<file path="src/rtl/reg_bank_pkg.sv">
// Shared defaults and address/data typedefs for the scoreboarded register bank.
package reg_bank_pkg;
  localparam int REG_WIDTH_DEF = 16;
  localparam int REG_DEPTH_DEF = 8;
  localparam int REG_AW_DEF    = $clog2(REG_DEPTH_DEF);

  typedef logic [REG_AW_DEF-1:0]    reg_addr_t;
  typedef logic [REG_WIDTH_DEF-1:0] reg_data_t;
endpackage

</file>
<file path="src/rtl/reg_bank_rd_port.sv">
// One combinational read port: array/busy mux, zero-register masking and,
// when REG_BANK_SB_BYPASS_EN is defined, write-first forwarding.
module reg_bank_rd_port
  import reg_bank_pkg::*;
#(
  parameter int WIDTH    = REG_WIDTH_DEF,
  parameter int DEPTH    = REG_DEPTH_DEF,
  parameter int ZERO_REG = 0,
  localparam int AW      = $clog2(DEPTH)
) (
  input  logic [DEPTH-1:0][WIDTH-1:0] mem,
  input  logic [DEPTH-1:0]            busy,
  input  logic [AW-1:0]               r_reg,
  input  logic                        wr_en,
  input  logic [AW-1:0]               wr_reg,
  input  logic [WIDTH-1:0]            wr_data,
  input  logic                        rsv_en,
  input  logic [AW-1:0]               rsv_reg,
  output logic [WIDTH-1:0]            r_data,
  output logic                        r_busy
);
  logic is_zero;
  assign is_zero = (ZERO_REG != 0) && (r_reg == '0);

`ifndef REG_BANK_SB_BYPASS_EN
  logic bypass_unused;
  assign bypass_unused = ^{wr_en, wr_reg, wr_data, rsv_en, rsv_reg};
`endif

  always_comb begin
    r_data = mem[r_reg];
    r_busy = busy[r_reg];
`ifdef REG_BANK_SB_BYPASS_EN
    // A same-edge reserve means a newer producer is already in flight.
    if (wr_en && (r_reg == wr_reg)) begin
      r_data = wr_data;
      r_busy = rsv_en && (rsv_reg == wr_reg);
    end
`endif
    if (is_zero) begin
      r_data = '0;
      r_busy = 1'b0;
    end
  end
endmodule

</file>
<file path="src/rtl/reg_bank_sb.sv">
// Register bank with two async read ports, one write port and a busy scoreboard.
// Optional write-first read forwarding: define REG_BANK_SB_BYPASS_EN.
module reg_bank_sb
  import reg_bank_pkg::*;
#(
  parameter int WIDTH    = REG_WIDTH_DEF,
  parameter int DEPTH    = REG_DEPTH_DEF,
  parameter int ZERO_REG = 0,
  localparam int AW      = $clog2(DEPTH)
) (
  input  logic             clk,
  input  logic             rst,
  input  logic             wr_en,
  input  logic [AW-1:0]    wr_reg,
  input  logic [WIDTH-1:0] wr_data,
  input  logic             rsv_en,
  input  logic [AW-1:0]    rsv_reg,
  input  logic [AW-1:0]    r_reg1,
  input  logic [AW-1:0]    r_reg2,
  output logic [WIDTH-1:0] r_data1,
  output logic [WIDTH-1:0] r_data2,
  output logic             r_busy1,
  output logic             r_busy2,
  output logic             any_busy
);
  localparam int NUM_RD = 2;

  logic [DEPTH-1:0][WIDTH-1:0] mem_q, mem_d;
  logic [DEPTH-1:0]            busy_q, busy_d;
  logic                        wr_ok, rsv_ok;

  assign wr_ok  = wr_en  && !((ZERO_REG != 0) && (wr_reg  == '0));
  assign rsv_ok = rsv_en && !((ZERO_REG != 0) && (rsv_reg == '0));

  // Reserve is applied after the write so a same-register issue stays busy.
  always_comb begin
    mem_d  = mem_q;
    busy_d = busy_q;
    if (wr_ok) begin
      mem_d[wr_reg]  = wr_data;
      busy_d[wr_reg] = 1'b0;
    end
    if (rsv_ok) busy_d[rsv_reg] = 1'b1;
  end

  always_ff @(posedge clk) begin
    if (!rst) begin
      mem_q  <= '0;
      busy_q <= '0;
    end else begin
      mem_q  <= mem_d;
      busy_q <= busy_d;
    end
  end

  assign any_busy = |busy_q;

  logic [NUM_RD-1:0][AW-1:0]    rd_addr;
  logic [NUM_RD-1:0][WIDTH-1:0] rd_data;
  logic [NUM_RD-1:0]            rd_busy;

  assign rd_addr = {r_reg2, r_reg1};

  for (genvar p = 0; p < NUM_RD; p++) begin : g_rd
    reg_bank_rd_port #(
      .WIDTH   (WIDTH),
      .DEPTH   (DEPTH),
      .ZERO_REG(ZERO_REG)
    ) u_rd (
      .mem    (mem_q),
      .busy   (busy_q),
      .r_reg  (rd_addr[p]),
      .wr_en  (wr_en),
      .wr_reg (wr_reg),
      .wr_data(wr_data),
      .rsv_en (rsv_en),
      .rsv_reg(rsv_reg),
      .r_data (rd_data[p]),
      .r_busy (rd_busy[p])
    );
  end

  assign r_data1 = rd_data[0];
  assign r_data2 = rd_data[1];
  assign r_busy1 = rd_busy[0];
  assign r_busy2 = rd_busy[1];
endmodule

</file>
<file path="config.mk">
export PLATFORM = sky130hd
export DESIGN_NAME = reg_bank_sb
export DESIGN_NICKNAME = d
export VERILOG_FILES = /design/src/rtl/reg_bank_pkg.sv /design/src/rtl/reg_bank_rd_port.sv /design/src/rtl/reg_bank_sb.sv
export SDC_FILE = /design/constraint.sdc
export NUM_CORES = 1
export LEC_CHECK = 0
export ABC_AREA = 1
export CORE_UTILIZATION = 40
export CTS_BUF_LIST = sky130_fd_sc_hd__clkbuf_2 sky130_fd_sc_hd__clkbuf_4 sky130_fd_sc_hd__clkbuf_8
export DETAILED_ROUTE_END_ITERATION = 12
export DONT_BUFFER_PORTS = 1
export SYNTH_ARGS = -nofsm -noshare
export SYNTH_HDL_FRONTEND = slang
export SYNTH_SLANG_ARGS = --single-unit
export TNS_END_PERCENT = 5
</file>
<file path="constraint.sdc">
create_clock -name clk -period 2.1 [get_ports clk]
set_input_delay 0.525 -clock clk [delete_from_list [all_inputs] [get_ports clk]]
set_output_delay 0.525 -clock clk [all_outputs]
set_load 0.01 [all_outputs]
</file>
==> metrics, run 1 <==
PortBufs 0; final worst-path cycle share around 88%; Die Y around 140 um; ys async rst share 0%; layout cells sized above 1 slightly below 6%; clock network fraction of total power between 30 and 40%; met2 wire length around 12000 um; worst stage delay on the critical path 0.21 ns; H-tree Lvls 4; Clock Skews 0 ns; top_reg_cell synth dfxtp_1; synthesized net count about 1400; first-pass GRT wire length approximately 42000 um; drt pass-1 iters 5; status finished, final reports clean; initial antenna violation count 0; Num CTS Buffers 17; cell family with most CP delay buffers and inverters; wire per inst 16.7 um; Sw Pwr 0.00173 W; Fillers between 2000 and 2500; crit-path cells inv_2, buf_12, nand2_1, nand3_1, nand2_1, nand2_1, nand2_1; P&R area growth vs syn 7.45%; die width 143 um; slew margin rel. around two thirds; Min-Delay Path Class input port to flop; CP most frequent cell nand2_1; Switching Share between 20% and 30%; Yosys reg bits 136; Max rail drop VDD between 500 and 600 uV; CTS root buffer clkbuf_8; yosys warns 0; nets@finish 1374; DIE AREA 20400 sq um; LEAKAGE 4.14 nW; core box area 19400 sq um; post-synth top area cell dfxtp_1; Power Dens Cells just under 700 nW/um^2; CTS clk-pin slew, worst paths 0.09 ns; Gate power share around 14%; DR top layer met4; Setup crit start kind input port; Post-Syn Area per Cell about 5.7 sq um; Routability Congestion between 0.8 and 0.9; Yosys top cell area share 34.4%; Routed WL 27100 um; CTS tree done; Slew Limit Fails 0; f_max approximately 540 MHz; Clock Sinks ~140; critical path endpoint category output port; Setup Fix Bufs, Post-CTS 0; Hold Fails Final Rpt 0; Setup violations, final 0; Least-Margin Pin Slew 0.513 ns; met3 WL 2450 um; CP max-delay cell buf_12; Synth Cell Area 7920 sq um; RSZ-0062 raised after global routing false; Synth cell types 22; Initial Utilization between 40% and 50%; count of buffer and inverter cells on the critical path 2; vias in the first global route between 7000 and 8000; clock tree buffer depth 2; internal power 0.00411 W; Congestion Overflow GR 0; clock period minus final worst setup slack 1.84 ns; max-capacitance violation count 0; post_cts resized 0; CTS hold repair buffers 0; GRT Total Usage between 20% and 30%; type of the worst setup path input port to output port; largest net degree at the start of global routing 130; crit path max fanout slightly below 70; initial drt markers roughly 800; WP data arrival around 1.3 ns; antenna viol nets, final 0; Hold WS roughly 0.20 ns; synthesized netlist cell count 1380; Via Count 8147; Clock Latency Late Sink around 0.44 ns; top cells by area, synth dfxtp_1, nand2_1, nor2_1; Seq pwr share 46.4%; DRC Markers 0; Seq/Total Area, Yosys 34.4%; setup TNS 0 ns; Post-synth EDFFs 0; Critical Path RT 1.57 ns; I/O pins 67; vias per cell approximately 5.0; site row count 51; hpwl dp ~17000 um; met1 WL roughly 12000 um
[metrics by stage]
step	setup slack [ns]	total power [W]	utilization [%]	instances	area (sq um)
after CTS	0.264	0.00588	43.8	1620	8500
after floorplan	0.255	0.00349	-	1380	7920
after global routing	0.137	0.00612	43.8	1620	8500
final	0.256	0.00584	43.8	1621	8500
after global placement	0.287	0.00361	41.7	1588	8090
after detailed placement	0.280	0.00361	41.7	1588	8090
[worst paths after layout]
check,slack (ns),to,cells past startpoint,from
setup reg to reg,1.44,mem_q[123],2,mem_q[123]
setup / recovery,0.26,r_data1[0],7,r_reg1[0]
hold reg to reg,0.47,busy_q[6],2,busy_q[6]
hold / removal,0.20,mem_q[118],2,wr_data[6]
[power groups by stage]
| stage | combinational [W] | sequential [W] | clock [W] |
|---|---|---|---|
| after floorplan | 0.000725 | 0.00276 | 0 |
| after global placement | 0.000837 | 0.00277 | 0 |
| after detailed placement | 0.000841 | 0.00277 | 0 |
| after CTS | 0.000844 | 0.00271 | 0.00233 |
| after global routing | 0.000968 | 0.00272 | 0.00243 |
| final | 0.000846 | 0.00271 | 0.00228 |
[placed cells by master (no fill, tap or decap), drive strengths merged, types with 3 or more instances in the layout]
cell / count
clkbuf: 20
clkinvlp: 3
dfxtp: 136
buf: 24
nand3: 136
nor2: 262
clkinv: 8
nand4: 9
o21ai: 128
a21oi: 8
nand2: 460
inv: 158
[flip-flops by register name, indices dropped and copies added, names as in the netlist]
name,cells
mem_q,128
busy_q,8
[per-layer routing]
layer / GRT usage [%] / up-vias
met5: 0 / -
met4: 9.11 / 0
met3: 7.21 / 40
li1: - / 4140
met1: 36.5 / 3648
met2: 43.5 / 319
[cell families (layout without fill, tap and decap cells)]
family	count (synthesis)	in the layout	share of synthesized area (%)
AO/OA/AOI/OAI	136	136	8.60
AND/OR/NAND/NOR	868	868	44.1
flip-flops	136	136	34.4
buffers and inverters	240	215	12.9
other	0	1	0
[layout make-up]
type                       instances  area, sq um  area share [%]
antenna                            1         2.50          0.0294
inverter                         159          598            7.03
sequential                       136         2720            32.0
timing repair buffer              24          268            3.15
clock buffer                      20          269            3.16
clock inverter                    12          140            1.65
multi-input combinational       1004         4170            49.1
tap                              265          332            3.90
[synth_stat cells, types with 4 or more instances]
library cell and instances:
nor2_1 258, nand4_1 9, clkinv_1 4, inv_1 144, dfxtp_1 136, a21oi_1 8, nand2_1 452, inv_2 10
nand2_2 8, clkbuf_2 5, buf_6 5, o21ai_0 126, buf_4 10, nand3_1 136, clkbuf_1 29, buf_2 29
(Power assumes the default switching activity.)
==> inputs of run 2 (changes only) <==
--- a/config.mk
+++ b/config.mk
@@ -10,6 +10,7 @@
 export CTS_BUF_LIST = sky130_fd_sc_hd__clkbuf_2 sky130_fd_sc_hd__clkbuf_4 sky130_fd_sc_hd__clkbuf_8
 export DETAILED_ROUTE_END_ITERATION = 12
 export DONT_BUFFER_PORTS = 1
+export PLACE_DENSITY = 0.65
 export SYNTH_ARGS = -nofsm -noshare
 export SYNTH_HDL_FRONTEND = slang
 export SYNTH_SLANG_ARGS = --single-unit
==> metrics, run 2 (synthesized netlist as in run 1, its figures left out) <==
status finished, final reports clean (unchanged); setup TNS 0 ns (unchanged); drt pass-1 iters 7 (was 5); first-pass GRT wire length 42800 um (was 42100 um); clock tree buffer depth 2 (unchanged); Setup Fix Bufs, Post-CTS 0 (unchanged); RSZ-0062 raised after global routing false (unchanged); GRT Total Usage 28.0% (was 27.6%); Initial Utilization 40.8% (unchanged); Hold Fails Final Rpt 0 (unchanged); hold path depth 2 (unchanged); Slew Limit Fails 0 (unchanged); vias in the first global route 7821 (was 7482); Num CTS Buffers 17 (unchanged); Min-Delay Path Class input port to flop (unchanged); Critical Path RT 1.57 ns (about the same); Reg with most FFs mem_q (unchanged); P&R area growth vs syn 7.67% (was 7.45%); Die Y 143 um (unchanged); nets@finish 1371 (was 1374); crit-path cells clkinv_1, buf_12, nand3_1, nand2_1, nand2_1, nand2_1 (was inv_2, buf_12, nand2_1, nand3_1, nand2_1, nand2_1, nand2_1); hpwl dp 17400 um (was 17000 um); Final Power 0.00617 W (was 0.00584 W); Routed WL 27300 um (was 27100 um); commonest non-fill, non-tap cell in the layout nand2_1 (unchanged); WP data arrival 1.40 ns (was 1.32 ns); LEAKAGE 4.16 nW (was 4.14 nW); Fillers 2187 (was 2193); initial drt markers 791 (was 804); final worst-path cycle share 91.6% (was 87.8%); Clock Skews 0 ns (unchanged); PortBufs 0 (unchanged); Setup crit start kind input port (unchanged); type of the worst setup path input port to output port (unchanged); site row count 51 (unchanged); most frequent cells in the layout nand2_1, nor2_1, inv_1 (unchanged); slew margin rel. 67.2% (was 65.7%); critical path endpoint category output port (unchanged); antenna viol nets, final 0 (unchanged); CP most frequent cell nand2_1 (unchanged); n_diodes 0 (was 1); Via Count 8357 (was 8147); Max rail drop VDD 486 uV (was 501 uV); area of placed instances 8050 sq um (was 8090 sq um); DIE AREA 20400 sq um (unchanged); initial antenna violation count 0 (unchanged); crit path max fanout 35 (was 69); max-capacitance violation count 0 (unchanged); Storage cell area 2720 sq um (unchanged); Clock Latency Late Sink 0.46 ns (was 0.44 ns); Clock Sinks 136 (unchanged); Setup violations, final 0 (unchanged); H-tree Lvls 4 (unchanged); largest net degree at the start of global routing 130 (unchanged); footprint of the multi-input gates 4170 sq um (unchanged); CTS tree done (unchanged); Congestion Overflow GR 0 (unchanged); Least-Margin Pin Slew 0.492 ns (was 0.513 ns); post_cts resized 0 (unchanged); wire per inst 16.9 um (was 16.7 um); CP max-delay cell buf_12 (unchanged); Routability Congestion 0.865 (was 0.832); vias per cell 5.17 (was 5.03); CTS hold repair buffers 0 (unchanged); I/O pins 67 (unchanged); DRC Markers 0 (unchanged); clock period minus final worst setup slack 1.92 ns (was 1.84 ns); CTS root buffer clkbuf_8 (unchanged); worst stage delay on the critical path 0.27 ns (was 0.21 ns); core box area 19400 sq um (unchanged); Power Dens Cells 724 nW/um^2 (was 687 nW/um^2); layout cells sized above 1 5.62% (was 5.83%); worst reg2reg path depth 2 (unchanged); largest registers mem_q (128), busy_q (8) (unchanged); f_max 520 MHz (was 542 MHz); cell area after layout 8520 sq um (was 8500 sq um); CTS clk-pin slew, worst paths 0.08 ns (was 0.09 ns); die width 143 um (unchanged); Largest register FFs 128 (unchanged)
-- run 2: cell count changes in the layout (fill, tap and decap cells not counted), sizes merged --
cell      previous run  this run
diode                1         0
clkinvlp             3         1
buf                 24        21
clkbuf              20        19
bufinv               2         5
-- run 2: cell type report --
type / count / area share (%)
inverters: 159 / 7.02
multi-input cells: 1004 / 49.0
repair buffers: 21 / 2.58
clock buffers: 19 / 3.07
clock inverters: 13 / 2.53
flip-flops and latches: 136 / 31.9
well taps: 265 / 3.89
-- run 2: layer usage --
metal / routed length [um] / vias to the layer above / part of all wire (%) / track usage [%]
met3: 2550 / 48 / 9.3 / 6.94
met5: 0 / - / 0 / 0
met4: 769 / 0 / 2.8 / 10.5
met1: 12100 / 3828 / 44 / 36.4
li1: - / 4133 / - / -
met2: 11900 / 348 / 44 / 44.5
-- run 2: final timing paths --
check                           startpoint          end  slack, ns
worst max register to register   busy_q[7]    busy_q[7]       1.42
worst min-delay path            wr_data[8]   mem_q[120]       0.20
worst min register to register   busy_q[6]    busy_q[6]       0.47
worst max-delay path             r_reg1[1]  r_data1[13]       0.18
-- run 2: where the power goes --
part           switching, W  internal (W)
Clock               0.00112       0.00149
Combinational      0.000556      0.000287
Sequential        0.0000445       0.00267
-- run 2: per-stage QoR --
step,util (%),setup slack (ns),cells,hold slack (ns)
6_report,43.9,0.177,1617,0.199
3_5_place_dp,41.5,0.236,1585,0.454
3_3_place_gp,41.5,0.273,1585,0.454
4_1_cts,43.9,0.235,1617,0.173
5_1_grt,43.9,0.147,1617,0.173
2_1_floorplan,-,0.255,1380,0.439
-- run 2: worst max-delay path, delay by kind of cell --
kind	cells	cell delay (ns)
buffers and inverters	2	0.52
and+or+nand+nor	4	0.33
